[config.mk]
export PLATFORM = sky130hd
export DESIGN_NAME = mixer_seq_ctrl
export DESIGN_NICKNAME = d
export VERILOG_FILES = /design/src/rtl/mixer_seq_ctrl.sv
export SDC_FILE = /design/constraint.sdc
export NUM_CORES = 1
export LEC_CHECK = 0
export CELL_PAD_IN_SITES_DETAIL_PLACEMENT = 1
export CELL_PAD_IN_SITES_GLOBAL_PLACEMENT = 1
export CORE_UTILIZATION = 36
export DETAILED_ROUTE_END_ITERATION = 8
export PLACE_DENSITY = 0.79
export SKIP_LAST_GASP = 1
export SYNTH_ARGS = -nofsm -noshare
export SYNTH_HDL_FRONTEND = slang
export SYNTH_SLANG_ARGS = --single-unit
export TNS_END_PERCENT = 30
[constraint.sdc]
create_clock -name clk -period 14 [get_ports clk]
set_input_delay 1.4 -clock clk [delete_from_list [all_inputs] [get_ports clk]]
set_output_delay 1.4 -clock clk [all_outputs]
set_load 0.005 [all_outputs]
[src/rtl/mixer_seq_ctrl.sv]
// Command-queued sequencer for an array of two-input mixers.
// Each command runs fill-A, fill-B, mix and drain on one mixer's valve/pump lines.
module mixer_seq_ctrl #(
    parameter int N_MIX        = 70,
    parameter int IDX_W        = 7,
    parameter int FIFO_DEPTH   = 8,
    parameter int CNT_W        = 8,
    parameter int FILL_CYCLES  = 16,
    parameter int MIX_CYCLES   = 64,
    parameter int DRAIN_CYCLES = 16
) (
    input  logic                          clk,
    input  logic                          rst,
    input  logic                          cmd_valid,
    output logic                          cmd_ready,
    input  logic [IDX_W-1:0]              cmd_idx,
    input  logic [CNT_W-1:0]              cmd_mix,
    input  logic                          abort,
    output logic [N_MIX-1:0]              valve_a,
    output logic [N_MIX-1:0]              valve_b,
    output logic [N_MIX-1:0]              pump,
    output logic [N_MIX-1:0]              valve_y,
    output logic                          busy,
    output logic                          done,
    output logic [IDX_W-1:0]              done_idx,
    output logic                          err,
    output logic [$clog2(FIFO_DEPTH):0]   fifo_count
);

    localparam int PTR_W  = $clog2(FIFO_DEPTH);
    localparam int CNT_FW = PTR_W + 1;
    localparam logic [CNT_W-1:0] MIX_DEF  = CNT_W'(MIX_CYCLES);
    localparam logic [CNT_W-1:0] FILL_LD  = CNT_W'(FILL_CYCLES - 1);
    localparam logic [CNT_W-1:0] DRAIN_LD = CNT_W'(DRAIN_CYCLES - 1);

    typedef enum logic [2:0] {IDLE, FILL_A, FILL_B, MIX, DRAIN} state_t;

    logic [IDX_W-1:0]  fifo_idx [FIFO_DEPTH];
    logic [CNT_W-1:0]  fifo_mix [FIFO_DEPTH];
    logic [PTR_W-1:0]  wr_ptr, rd_ptr;
    logic [CNT_FW-1:0] count;

    state_t            state, state_n;
    logic [CNT_W-1:0]  cnt, cnt_n, mix_len, mix_len_n;
    logic [IDX_W-1:0]  idx_q, idx_n;
    logic              push, pop, head_bad, done_n, err_n;
    logic [N_MIX-1:0]  sel;

    function automatic logic [N_MIX-1:0] onehot(input logic [IDX_W-1:0] i);
        logic [N_MIX-1:0] r;
        r = '0;
        for (int k = 0; k < N_MIX; k++) r[k] = (32'(i) == k);
        return r;
    endfunction

    assign cmd_ready  = (count != CNT_FW'(FIFO_DEPTH));
    assign fifo_count = count;
    assign push       = cmd_valid && cmd_ready && !abort;
    // A push into an empty FIFO only becomes poppable once count has updated.
    assign pop        = (state == IDLE) && (count != '0) && !abort;
    assign head_bad   = 32'(fifo_idx[rd_ptr]) >= N_MIX;

    always_ff @(posedge clk) begin
        if (push) begin
            fifo_idx[wr_ptr] <= cmd_idx;
            fifo_mix[wr_ptr] <= (cmd_mix == '0) ? MIX_DEF : cmd_mix;
        end
    end

    always_ff @(posedge clk or posedge rst) begin
        if (rst) begin
            wr_ptr <= '0;
            rd_ptr <= '0;
            count  <= '0;
        end else if (abort) begin
            wr_ptr <= '0;
            rd_ptr <= '0;
            count  <= '0;
        end else begin
            if (push) wr_ptr <= wr_ptr + PTR_W'(1);
            if (pop)  rd_ptr <= rd_ptr + PTR_W'(1);
            case ({push, pop})
                2'b10:   count <= count + CNT_FW'(1);
                2'b01:   count <= count - CNT_FW'(1);
                default: count <= count;
            endcase
        end
    end

    always_ff @(posedge clk or posedge rst) begin
        if (rst) begin
            state   <= IDLE;
            cnt     <= '0;
            mix_len <= '0;
            idx_q   <= '0;
        end else begin
            state   <= state_n;
            cnt     <= cnt_n;
            mix_len <= mix_len_n;
            idx_q   <= idx_n;
        end
    end

    always_comb begin
        state_n   = state;
        cnt_n     = cnt;
        mix_len_n = mix_len;
        idx_n     = idx_q;
        done_n    = 1'b0;
        err_n     = 1'b0;
        if (abort) begin
            state_n = IDLE;
            cnt_n   = '0;
        end else begin
            case (state)
                IDLE: begin
                    if (pop) begin
                        idx_n     = fifo_idx[rd_ptr];
                        mix_len_n = fifo_mix[rd_ptr];
                        cnt_n     = FILL_LD;
                        if (head_bad) err_n   = 1'b1;
                        else          state_n = FILL_A;
                    end
                end
                FILL_A: begin
                    if (cnt == '0) begin
                        state_n = FILL_B;
                        cnt_n   = FILL_LD;
                    end else cnt_n = cnt - CNT_W'(1);
                end
                FILL_B: begin
                    if (cnt == '0) begin
                        state_n = MIX;
                        cnt_n   = mix_len - CNT_W'(1);
                    end else cnt_n = cnt - CNT_W'(1);
                end
                MIX: begin
                    if (cnt == '0) begin
                        state_n = DRAIN;
                        cnt_n   = DRAIN_LD;
                    end else cnt_n = cnt - CNT_W'(1);
                end
                DRAIN: begin
                    if (cnt == '0) begin
                        state_n = IDLE;
                        cnt_n   = '0;
                        done_n  = 1'b1;
                    end else cnt_n = cnt - CNT_W'(1);
                end
                default: state_n = IDLE;
            endcase
        end
    end

    // Out-of-range indices decode to an all-zero select, so they never actuate.
    assign sel = onehot(idx_n);

    always_ff @(posedge clk or posedge rst) begin
        if (rst) begin
            valve_a  <= '0;
            valve_b  <= '0;
            pump     <= '0;
            valve_y  <= '0;
            busy     <= 1'b0;
            done     <= 1'b0;
            done_idx <= '0;
            err      <= 1'b0;
        end else begin
            valve_a  <= (state_n == FILL_A) ? sel : '0;
            valve_b  <= (state_n == FILL_B) ? sel : '0;
            pump     <= (state_n == MIX)    ? sel : '0;
            valve_y  <= (state_n == DRAIN)  ? sel : '0;
            busy     <= !abort && ((state != IDLE) || (count != '0));
            done     <= done_n;
            done_idx <= done_n ? idx_q : '0;
            err      <= err_n;
        end
    end

endmodule

* After elaboration in Yosys (flattened, before gate mapping) *
Memories as Yosys holds them, arrays and structs flattened. A register that Yosys moved wholly into a read port is not among the register bits.
Index checks and enable logic that the tools add are counted.

storage, ports and cells
  register bits = 318
  bits in writable memories = 120
  output and inout port bits = 295
  memories kept = 2

memories
  name      depth  width  read ports  clocked after Yosys merged registers in  wr ports  line  RTL
  fifo_mix  8      8      1           1                                        1         39    logic [CNT_W-1:0] fifo_mix [FIFO_DEPTH];
  fifo_idx  8      7      1           0                                        1         38    logic [IDX_W-1:0] fifo_idx [FIFO_DEPTH];

operators by class
  $add $sub $neg = 6
  order comparisons = 1
  equal/unequal tests = 81
  multiplexer cells = 38
  bitwise logic cells = 1
  reductions and logical operators = 20

operators by type and width
  kind                                                                 number
  70-bit two-way mux                                                   4
  7-bit by 6-bit == test with 1-bit output (second input constant)     32
  7-bit by 5-bit == test with 1-bit output (second input constant)     16
  7-bit by 4-bit == test with 1-bit output (second input constant)     8
  8-bit two-way mux                                                    6
  7-bit == test (second input constant)                                6
  3-bit two-way mux                                                    11
  8-bit case mux with 4 select lines                                   1
  7-bit by 3-bit == test with 1-bit output (second input constant)     4
  7-bit two-way mux                                                    4
  8-bit zero test                                                      2
  8-bit by 1-bit subtractor with 8-bit output (second input constant)  2
  3-bit case mux with 5 select lines                                   1
  7-bit by 2-bit == test with 1-bit output (second input constant)     2
  3-bit by 2-bit == test with 1-bit output (second input constant)     4
  1-bit two-way mux                                                    9
  4-bit case mux with 2 select lines                                   1
  7-bit by 1-bit == test with 1-bit output (second input constant)     1
  7-bit greater-or-equal comparator (second input constant)            1
  7-bit zero test                                                      1
  3-bit by 1-bit adder with 3-bit output (second input constant)       2
  3-bit by 1-bit == test with 1-bit output (second input constant)     2
  3-bit == test (second input constant)                                2
  3-bit nonzero test                                                   2
  other kinds (18)                                                     23

* Longest topological paths before layout *
  depth in word-level cells = 8
  mapped depth = 13

* Least setup slack after synthesis *
No wires, ideal clock.

  path kind = input -> register
  from = input abort
  to = memory fifo_idx[0][0] (enable)
  library setup time = 0.406 ns
  arrival = 3.082 ns
  slack = 10.512 ns
  stages on the path = 3
  cells stage by stage = clkbuf_1 or3_1 nor3_1

on the way
  word-level cells in the longest chain between the ends = 4

ends and longest elaborated chain
  item                                     line  RTL
  from (decl)                              18    input logic abort,
  1-bit zero test                          58    assign push = cmd_valid && cmd_ready && !abort;
  1-bit logical AND                        58
  1-bit two-way mux                        64    if (push) begin
  1-bit two-way mux (not written as such)  65    fifo_idx[wr_ptr] <= cmd_idx;
  to (decl)                                38

Every way passes these cells.

* Worst setup path after layout *
  from = input abort
  to = register valve_a[3]

on the way
  word-level cells in the longest chain between the ends = 7
  elaborated cells between the ends (all ways) = 11
  classes of those cells = 2 x eq/ne; 7 x mux; 2 x reduce/logical

ends and longest elaborated chain
  item                                                                                                         line     RTL
  1-bit zero test                                                                                              60       assign pop = (state == IDLE) && (count != '0) && !abort;
  1-bit logical AND                                                                                            60
  3-bit two-way mux / 7-bit two-way mux (equally long branches)                                                117      if (pop) begin
  3-bit case mux with 5 select lines / 7-bit two-way mux (equally long branches)                               115      case (state)
  3-bit two-way mux / 7-bit two-way mux (equally long branches)                                                111      if (abort) begin
  3-bit by 1-bit == test with 1-bit output / 7-bit by 2-bit == test with 1-bit output (equally long branches)  169, 52
  70-bit two-way mux (*)                                                                                       169      valve_a <= (state_n == FILL_A) ? sel : '0;
  to (signal assigned)                                                                                         169
  to (decl)                                                                                                    19       output logic [N_MIX-1:0] valve_a,

Every way passes the cells marked *; elsewhere a longest branch is shown, timed or not.
A chain may end at the register's enable or synchronous reset.

==> metrics.csv <==
metric,value,unit
status,completed,
Die Span X,210,µm
insertion delay to the later sink of the worst-skew pair,590,ps
CTS H-tree lvls,2,
Inserted Diodes,0,
first-pass GRT wire length,71900,µm
DRC viols,0,
post-detail-place hpwl,32900,µm
"Gates resized, CTS repair",0,
clock tree root buffer cell,sky130_fd_sc_hd__clkbuf_16,
antenna violations before repair,1,
Net Sw Frac,31.0,%
path type of the worst setup path,in2reg,
power consumption,3340,µW
initial standard-cell utilization of the core,36.9,%
Routability Congestion,0.858,
Ports,314,
"Top FF cell, synth",sky130_fd_sc_hd__dfrtp_1,
WL per Instance,24.1,µm
sequential fraction of the synthesis area,75.2,%
antenna violation net count after detailed routing,0,
share of synthesized flip-flops with an asynchronous set or reset,73.1,%
net switching power of the design,1040,µW
count of unique library cells instantiated by Yosys,65,
number of register bits inferred by synthesis,446,
Max-cap violations,0,
number of vias in the routed layout,10100,
aggregate global-route resource usage,22.1,%
post-synthesis to final-layout area growth,32.5,%
number of flops mapped to enable cells by yosys,120,
power density of the placed cells,161,nW/µm²
pin slew with the least headroom to its limit,1120,ps
"CTS clk-pin slew, worst paths",60,ps
Core Footprint,42400,µm²
final worst-path cycle share,28.4,%
overflow left after global routing,0,
"leading cell types in the layout, fill and taps excluded","325 x sky130_fd_sc_hd__dfrtp_1, 313 x sky130_fd_sc_hd__clkdlybuf4s50_1, 298 x sky130_fd_sc_hd__nor2_1",
maximum number of pins on one net before global-route repair,185,
number of buffers inserted by hold repair at cts,0,
Yosys warning total,0,
nets@finish,1437,
worst relative slew slack,25.1,%
Leak,0.00839,µW
buffers added on ports,313,
Critical Path Start Type,input pin,
clock skew after layout,31.7,ps
share of power burned in combinational logic,21.2,%
number of buffers inserted during clock tree synthesis,46,
clock network fraction of design power,35.4,%
# rows,75,
signal arrival time at the worst endpoint,4380,ps
buffer levels on the longest clock path,3,
Post-Syn Nets,1135,
mean instance size in the synthesized netlist,14.1,µm²
fraction of layout instances using a drive strength above 1,9.98,%
height of the die,210,µm
1st-iter DRT viols,704,
Sequential Power Share,43.4,%
RSZ-0062 raised after global routing,no,
Cells after Synth,1109,
final-layout setup total negative slack,0,ps
Setup Viol. Count Final,0,
Detailed Route WL,48800,µm
number of endpoints with negative hold slack in the final report,0,
classification of the worst-slack hold path,reg2reg,
via count of the first global-routing pass,10800,
netlist area before placement,15600,µm²
number of post-CTS setup repair buffers,0,
Achievable Freq,251,MHz
sinks on the clock net,446,
critical path endpoint category,flop,
internal power summed over all cells,2310,µW
CTS tree,done,
worst supply voltage drop on vdd,101,µV
average vias per placed instance,5.00,
highest fanout seen on the critical path,23,
"most common cell after layout, fill and taps aside",sky130_fd_sc_hd__dfrtp_1,
Die Outline Area,44300,µm²
Post-Place Setup Slack,9500,ps
critical path required time,14400,ps
max-slew violations,0,
final worst-path setup slack,10020,ps
number of optimization iterations in the first detailed-route pass,5,
time the worst path needs with I/O delays and setup,3980,ps
[critical path, cell delays in order]
cell and delay, ps:
sky130_fd_sc_hd__clkdlybuf4s50_1 450, sky130_fd_sc_hd__buf_4 270, sky130_fd_sc_hd__nor2_1 160, sky130_fd_sc_hd__nand3_1 520
sky130_fd_sc_hd__nor2_1 220, sky130_fd_sc_hd__o21a_1 330, sky130_fd_sc_hd__o21ai_1 840, sky130_fd_sc_hd__nor2_1 150
[stage by stage]
stage	cell area [µm²]	util [%]	hold WS [ps]	cells
after global placement	19300	45.5	484	1940
after floorplan	15600	-	449	1109
after global routing	20700	48.8	525	2020
after CTS	20700	48.8	499	2020
after detailed placement	19300	45.5	479	1940
final	20700	48.8	493	2020
[layout make-up]
type / count / area [µm²]
clock buffer: 65 / 1280
clock inverter: 15 / 150
fill: 4267 / 21700
timing repair buffer: 319 / 3190
multi-input combinational: 588 / 3560
sequential: 446 / 11800
inverter: 10 / 45.0
tap: 577 / 722
[Yosys cell counts, types with 2 or more instances]
master / count / area share (%)
sky130_fd_sc_hd__nor2b_1: 7 / 0.28
sky130_fd_sc_hd__o21ai_0: 20 / 0.64
sky130_fd_sc_hd__buf_6: 2 / 0.14
sky130_fd_sc_hd__nand2_2: 7 / 0.28
sky130_fd_sc_hd__a21oi_1: 13 / 0.42
sky130_fd_sc_hd__ha_1: 6 / 0.48
sky130_fd_sc_hd__nor3b_4: 2 / 0.24
sky130_fd_sc_hd__inv_1: 10 / 0.24
sky130_fd_sc_hd__nor3_4: 2 / 0.21
sky130_fd_sc_hd__edfxtp_1: 120 / 23
sky130_fd_sc_hd__nor4_1: 4 / 0.16
sky130_fd_sc_hd__xor2_1: 9 / 0.50
sky130_fd_sc_hd__nand3_1: 11 / 0.35
sky130_fd_sc_hd__and3_1: 6 / 0.24
sky130_fd_sc_hd__mux4_2: 30 / 4.3
sky130_fd_sc_hd__o21a_1: 3 / 0.14
sky130_fd_sc_hd__nand2b_1: 3 / 0.12
sky130_fd_sc_hd__mux2_4: 2 / 0.19
sky130_fd_sc_hd__nor3_1: 15 / 0.48
sky130_fd_sc_hd__dfrtp_1: 326 / 52
sky130_fd_sc_hd__a21o_1: 4 / 0.19
sky130_fd_sc_hd__o21ai_2: 3 / 0.17
sky130_fd_sc_hd__xnor2_1: 4 / 0.22
sky130_fd_sc_hd__o22ai_1: 2 / 0.080
sky130_fd_sc_hd__mux2i_1: 9 / 0.58
sky130_fd_sc_hd__or3_1: 4 / 0.16
sky130_fd_sc_hd__or4_1: 3 / 0.14
sky130_fd_sc_hd__nand4_1: 2 / 0.080
sky130_fd_sc_hd__nor4b_1: 2 / 0.11
sky130_fd_sc_hd__a211oi_1: 2 / 0.096
sky130_fd_sc_hd__buf_1: 3 / 0.072
sky130_fd_sc_hd__buf_4: 4 / 0.19
sky130_fd_sc_hd__and2_1: 10 / 0.40
sky130_fd_sc_hd__o21ai_1: 3 / 0.096
sky130_fd_sc_hd__buf_2: 28 / 0.90
sky130_fd_sc_hd__nand2_1: 58 / 1.4
sky130_fd_sc_hd__clkbuf_1: 28 / 0.67
sky130_fd_sc_hd__nor2_1: 304 / 7.3
sky130_fd_sc_hd__mux2_2: 12 / 0.86
[registers in the layout (all words and copies together), names as in the netlist, 7 cells and up]
| register | flops |
|---|---|
| pump | 70 |
| valve_a | 70 |
| valve_b | 70 |
| valve_y | 70 |
| fifo_mix | 64 |
| fifo_idx | 56 |
| cnt | 8 |
| mix_len | 8 |
| done_idx | 7 |
| idx_q | 7 |
[metal layers]
metal | part of all wire, % | track usage (%) | routed length (µm)
met1 | 39 | 26.5 | 18800
met2 | 51 | 38.5 | 25100
met3 | 5.8 | 4.35 | 2810
met4 | 4.3 | 10.1 | 2090
met5 | 0.023 | 0 | 11
[logic make-up (layout without fill, tap and decap cells)]
kind of cell	count (synthesis)	in the layout	share of synthesized area, %
flops	446	446	75.2
buf+inv	75	409	2.22
fa+ha+maj	7	7	0.608
simple gates	450	450	12.6
xor+xnor	13	13	0.728
mux	53	53	5.96
compound gates	65	65	2.67
[power groups by stage]
stage               clock [µW]  combinational [µW]  sequential (µW)
finish                    1180                 709             1450
global route              1250                 773             1460
CTS                       1210                 716             1450
detailed placement           0                 710             1470
global placement             0                 685             1470
floorplan                    0                 503             1460
[path summary, 6_finish.rpt]
kind	start	slack, ps	to	cells past startpoint
min in group asynchronous	rst	1340	busy	2
hold / removal	idx_q[5]	490	done_idx[5]	1
setup reg to reg	rd_ptr[0]	10440	valve_a[68]	7
hold reg to reg	idx_q[5]	490	done_idx[5]	1
setup / recovery	abort	10020	valve_a[3]	8
max in group asynchronous	rst	11070	pump[11]	3
Note: power is estimated with default switching activity, not from simulation.
